--- src/rtl/display_source_arbiter.sv ---
// display_source_arbiter
// Shares the 8-digit, two-page seven-segment display between the operand entry
// path (requester A) and the ALU result path (requester B). The winning value is
// captured into a display buffer. It then stays on the display for at least
// HOLD_CYCLES before another capture is granted. The block also drives the
// rotator page select, either from a dwell timer or from a manual button pulse.
//
// Optional build macro: BLANK_LEAD_EN. When it is defined, blank_mask flags the
// leading-zero digits of each captured value. When it is undefined, blank_mask
// is tied to 0 and no logic is generated for it.
//
// Ports:
//   clk, rst        system clock, synchronous active-high reset
//   req_a, data_a   requester A level request and 32-bit value (nibble i = digit i)
//   req_b, data_b   requester B level request and 32-bit value
//   gnt_a, gnt_b    one-cycle pulse: the matching data was captured this cycle
//   auto_page_en    enable automatic page toggling
//   page_btn        debounced one-cycle pulse that toggles the page manually
//   digits          display buffer to the rotator
//   display_upper   page select to the rotator (1 = upper four digits)
//   owner           00 none, 01 A, 10 B
//   blank_mask      bit i = digit i blanked
module display_source_arbiter #(
    parameter int unsigned DWELL_CYCLES = 50000000,
    parameter int unsigned HOLD_CYCLES  = 25000000,
    parameter int unsigned CNT_W        = 26
) (
    input  logic        clk,
    input  logic        rst,
    input  logic        req_a,
    input  logic [31:0] data_a,
    input  logic        req_b,
    input  logic [31:0] data_b,
    output logic        gnt_a,
    output logic        gnt_b,
    input  logic        auto_page_en,
    input  logic        page_btn,
    output logic [31:0] digits,
    output logic        display_upper,
    output logic [1:0]  owner,
    output logic [7:0]  blank_mask
);

    localparam logic [1:0] OWNER_NONE = 2'b00;
    localparam logic [1:0] OWNER_A    = 2'b01;
    localparam logic [1:0] OWNER_B    = 2'b10;

    localparam logic [CNT_W-1:0] HOLD_LAST  = CNT_W'(HOLD_CYCLES - 1);
    localparam logic [CNT_W-1:0] DWELL_LAST = CNT_W'(DWELL_CYCLES - 1);

    typedef enum logic [1:0] {
        IDLE = 2'b00,
        HOLD = 2'b01,
        FREE = 2'b10
    } state_t;

    state_t           state, state_n;
    logic             ptr_b, ptr_b_n;        // 1: B wins the next tie
    logic             manual, manual_n;      // page was last set by page_btn
    logic [CNT_W-1:0] hold_cnt, hold_n;
    logic [CNT_W-1:0] dwell_cnt, dwell_n;
    logic             gnt_a_n, gnt_b_n;
    logic [31:0]      digits_n;
    logic             upper_n;
    logic [1:0]       owner_n;
    logic             pick_a, pick_b;
    logic             auto_act;

    // Next-state, arbitration, counters and paging
    always_comb begin
        state_n  = state;
        ptr_b_n  = ptr_b;
        manual_n = manual;
        hold_n   = hold_cnt;
        dwell_n  = dwell_cnt;
        gnt_a_n  = 1'b0;
        gnt_b_n  = 1'b0;
        digits_n = digits;
        upper_n  = display_upper;
        owner_n  = owner;
        pick_a   = 1'b0;
        pick_b   = 1'b0;
        auto_act = auto_page_en && (owner != OWNER_NONE) && (digits[31:16] != 16'h0);

        // Requests stay pending while the current value is being held
        if (state != HOLD) begin
            if (req_a && req_b) begin
                pick_a = !ptr_b;
                pick_b = ptr_b;
            end else begin
                pick_a = req_a;
                pick_b = req_b;
            end
        end

        if (state == HOLD) begin
            if (hold_cnt == HOLD_LAST) begin
                state_n = FREE;
            end else begin
                hold_n = hold_cnt + CNT_W'(1);
            end
        end

        // A capture overrides any page activity in the same cycle
        if (pick_a || pick_b) begin
            state_n  = HOLD;
            hold_n   = '0;
            dwell_n  = '0;
            upper_n  = 1'b0;
            manual_n = 1'b0;
            ptr_b_n  = pick_a;
            gnt_a_n  = pick_a;
            gnt_b_n  = pick_b;
            digits_n = pick_a ? data_a : data_b;
            owner_n  = pick_a ? OWNER_A : OWNER_B;
        end else if (page_btn && (owner != OWNER_NONE)) begin
            upper_n  = !display_upper;
            dwell_n  = '0;
            manual_n = 1'b1;
        end else if (auto_act) begin
            if (dwell_cnt == DWELL_LAST) begin
                dwell_n = '0;
                upper_n = !display_upper;
            end else begin
                dwell_n = dwell_cnt + CNT_W'(1);
            end
        end else begin
            dwell_n = '0;
            if (!manual) begin
                upper_n = 1'b0;
            end
        end
    end

    // State and output registers
    always_ff @(posedge clk) begin
        if (rst) begin
            state         <= IDLE;
            ptr_b         <= 1'b0;
            manual        <= 1'b0;
            hold_cnt      <= '0;
            dwell_cnt     <= '0;
            gnt_a         <= 1'b0;
            gnt_b         <= 1'b0;
            digits        <= '0;
            display_upper <= 1'b0;
            owner         <= OWNER_NONE;
        end else begin
            state         <= state_n;
            ptr_b         <= ptr_b_n;
            manual        <= manual_n;
            hold_cnt      <= hold_n;
            dwell_cnt     <= dwell_n;
            gnt_a         <= gnt_a_n;
            gnt_b         <= gnt_b_n;
            digits        <= digits_n;
            display_upper <= upper_n;
            owner         <= owner_n;
        end
    end

`ifdef BLANK_LEAD_EN
    // Bit i set when nibbles 7..i are all zero; digit 0 is always shown
    function automatic logic [7:0] lead_mask(input logic [31:0] v);
        logic [7:0] m;
        logic       zero_above;
        m          = 8'h00;
        zero_above = 1'b1;
        for (int i = 7; i >= 1; i--) begin
            zero_above = zero_above && (v[4*i +: 4] == 4'h0);
            m[i]       = zero_above;
        end
        return m;
    endfunction

    // Mask is recomputed on capture only, alongside digits
    always_ff @(posedge clk) begin
        if (rst) begin
            blank_mask <= 8'h00;
        end else if (gnt_a_n || gnt_b_n) begin
            blank_mask <= lead_mask(digits_n);
        end
    end
`else
    assign blank_mask = 8'h00;
`endif

endmodule

--- config.mk ---
export PLATFORM = sky130hd
export DESIGN_NAME = display_source_arbiter
export DESIGN_NICKNAME = d
export VERILOG_FILES = /design/src/rtl/display_source_arbiter.sv
export SDC_FILE = /design/constraint.sdc
export NUM_CORES = 1
export LEC_CHECK = 0
export CAP_MARGIN = 40
export CORE_MARGIN = 1.5
export CORE_UTILIZATION = 48
export DETAILED_ROUTE_END_ITERATION = 7
export PLACE_DENSITY = 0.8
export SLEW_MARGIN = 40
export SYNTH_ARGS = -nofsm -noshare
export SYNTH_HDL_FRONTEND = slang
export SYNTH_SLANG_ARGS = --single-unit
--- constraint.sdc ---
create_clock -name clk -period 2.51 [get_ports clk]
set_clock_uncertainty 0.2 [all_clocks]
set_input_delay 0.251 -clock clk [delete_from_list [all_inputs] [get_ports clk]]
set_output_delay 0.251 -clock clk [all_outputs]
set_load 0.01 [all_outputs]
==> out/results.tsv <==
stage	metric	value	unit
outcome	status	completed	
worst_setup_path	Reg2Reg Depth	7	
floorplan	IO Pins	115	
clock_network	Worst-path clk slew	0.10	ns
finish	Syn-to-layout area delta	32.4	%
drt	final wirelength	10.1	mm
finish	fraction of layout cells with a size suffix above 1	8.83	%
finish	fin nets	633	
floorplan	die span in x	95.2	um
job	max cap viols	0	
place	DP Cell Count	655	
global_route	initial antenna violation count	0	
sta	post-layout min period	2.27	ns
sta	Fmax	440	MHz
clock_network	CTS buffer count	9	
pwr	pwr dens	570	nW/um^2
clock_network	CTS tree	built	
sta	final setup fails	0	
clock_network	clk sinks	92	
place	DP Wirelength	7.53	mm
finish	non-filler cells, final	671	
sta	Worst slew margin	43.7	%
worst_setup_path	crit path DAT	2.32	ns
synthesis	post-synthesis cell count	457	
sta	slew at the pin closest to its max-slew limit	0.843	ns
pwr	leakage	1.97	nW
sta	Final Slew Violations	0	
synthesis	Mean Syn Cell Area	8.92	sq um
worst_setup_path	kind of critical path	reg -> reg	
place	post-place setup slack	0.277	ns
finish	area occupied by multi-input gates	2050	sq um
sta	setup TNS	0	ns
floorplan	full die area	9050	sq um
clock_network	Post-CTS Setup Inserts	0	
place	PortBufs	106	
sta	final hold vios	0	
drt	DRT Pass-1 Iters	5	
synthesis	synthesized area	4080	sq um
pwr	peak supply drop	370	uV
finish	diodes inserted	0	
clock_network	Skew-Pair Late Insertion Delay	0.37	ns
floorplan	Starting Density	49.6	%
global_route	first-pass GRT wire length	16.6	mm
drt	drt via density	5.66	
global_route	total track usage	23.4	%
synthesis	Async SR Flop Fraction	0	%
clock_network	Root Buffer Master	clkbuf_8	
clock_network	H-tree depth	3	
synthesis	flops & latches, synth	92	
min_path	worst min path class	reg -> reg	
global_route	pin count of the biggest net entering global routing	27	
min_path	Hold Path Stages	2	
floorplan	core area	8220	sq um
synthesis	Seq/Total Area, Yosys	45.2	%
place	Placer Congestion	0.824	
global_route	number of global-route vias before repair	3634	
synthesis	post-synth cell types	52	
worst_setup_path	critical path capture point type	flop	
drt	# DRC	0	
worst_setup_path	CP startpoint kind	flop	
sta	Period Utilization, post-route	90.5	%
worst_setup_path	required time of the critical path	2.56	ns
worst_setup_path	CP Max Fanout	20	
floorplan	num rows	33	
synthesis	Synth Flop Type	dfxtp_1	
floorplan	Die H	95.2	um
drt	number of nets with antenna violations after routing	0	
finish	FF+latch area	1840	sq um
finish	final instance area	5400	sq um
place	area of placed instances	5180	sq um
clock_network	Max clock buf depth	2	
finish	Layout fillers	661	
clock_network	count of hold-fix buffers inserted at cts	0	
sta	Final WS setup	0.240	ns
global_route	total grt overflow	0	
drt	Initial DRC Count	244	
drt	DR WL/cell	15.1	um
clock_network	Resized Gates After CTS	0	
sta	RSZ-0062 raised after global routing	false	
synthesis	Synthesis Warnings	0	
synthesis	number of flops mapped to enable cells by yosys	0	
drt	vias	3798	
-- where the power goes --
group / switching [mW] / internal [mW]
Clock: 0.590 / 0.488
Combinational: 0.192 / 0.253
Sequential: 0.0405 / 1.51
-- area by class of cell --
cell class,instances,share of cell area (%)
Multi-Input combinational cell,336,37.9
Sequential cell,92,34.1
Timing Repair Buffer,118,21.3
Tap cell,105,2.43
Clock buffer,9,2.29
Clock inverter,7,1.65
Inverter,4,0.278
-- state kept, by name, summed over array words and instances, names as in the netlist --
name           flops
state              2
digits            32
owner              2
manual             1
gnt_b              1
dwell_cnt         26
gnt_a              1
hold_cnt          26
display_upper      1
-- per-stage QoR --
step,util [%],hold WS (ns),power [mW]
detailed placement,63.1,0.237,2.03
global placement,63.1,0.224,2.02
finish,65.7,0.248,3.08
CTS,65.7,0.252,3.09
global route,65.7,0.273,3.20
floorplan,-,0.180,1.79
-- synth_stat cells (6+ instances only) --
cell type / n / area share [%]
clkbuf_1: 15 / 1.4
a222oi_1: 19 / 4.7
or3_1: 6 / 0.92
and3_1: 12 / 1.8
buf_4: 10 / 1.8
or3_2: 6 / 1.1
dfxtp_1: 92 / 45
xnor2_1: 7 / 1.5
nand3_1: 15 / 1.8
xor2_1: 26 / 5.6
nor2_1: 64 / 5.9
a22oi_1: 13 / 2.4
nand4_1: 22 / 3.4
nor4_1: 9 / 1.4
nand2_1: 53 / 4.9
a21oi_1: 13 / 1.6
o21ai_0: 7 / 0.86
-- cells in the final DEF, fill, tap and decap left out, types with 5 or more instances in the layout --
cell	n
a222oi_1	19
or4_1	5
o21ai_0	6
and3_1	12
clkbuf_8	9
or3_2	6
xor2_1	26
nand4_1	22
nand3_1	15
and4_1	5
nor2_1	64
conb_1	8
nor4_1	9
a21oi_1	13
nand2_1	53
clkdlybuf4s50_1	106
dfxtp_1	92
buf_4	12
or3_1	6
xnor2_1	7
a22oi_1	13
-- logic make-up (layout without fill, tap and decap cells) --
group	count (synthesis)	count (layout)	share of synthesized area (%)
DFF	92	92	45.2
xor gates and xnor gates	33	33	7.09
buffers and inverters	36	138	5.56
other	1	8	0.0920
muxes	2	2	0.522
adders and majority gates	2	2	0.614
AOI/OAI and AO/OA	72	72	13.4
and+or+nand+nor	219	219	27.6
-- layer usage --
metal	track usage, %	vias up	wire, um
met1	27.1	1763	4030
met3	6.22	24	781
li1	-	1866	-
met5	0	-	0
met2	39.3	145	4990
met4	12.3	0	306
-- worst paths after layout --
kind,start,end,slack (ns)
min reg2reg,digits[12]$_SDFFE_PP0P_,digits[12]$_SDFFE_PP0P_,0.25
max reg2reg,hold_cnt[0]$_SDFFE_PP0P_,hold_cnt[0]$_SDFFE_PP0P_,0.24
max,hold_cnt[0]$_SDFFE_PP0P_,hold_cnt[0]$_SDFFE_PP0P_,0.24
min,digits[12]$_SDFFE_PP0P_,digits[12]$_SDFFE_PP0P_,0.25
-- critical path, stage by stage (launching register included) --
cell     delay, ns
dfxtp_1       0.40
ha_1          0.19
and2_4        0.17
nand4_2       0.21
o41ai_4       0.48
buf_4         0.30
xor2_1        0.16
nor2_1        0.05
No activity file was read; power rests on OpenSTA's default activity.
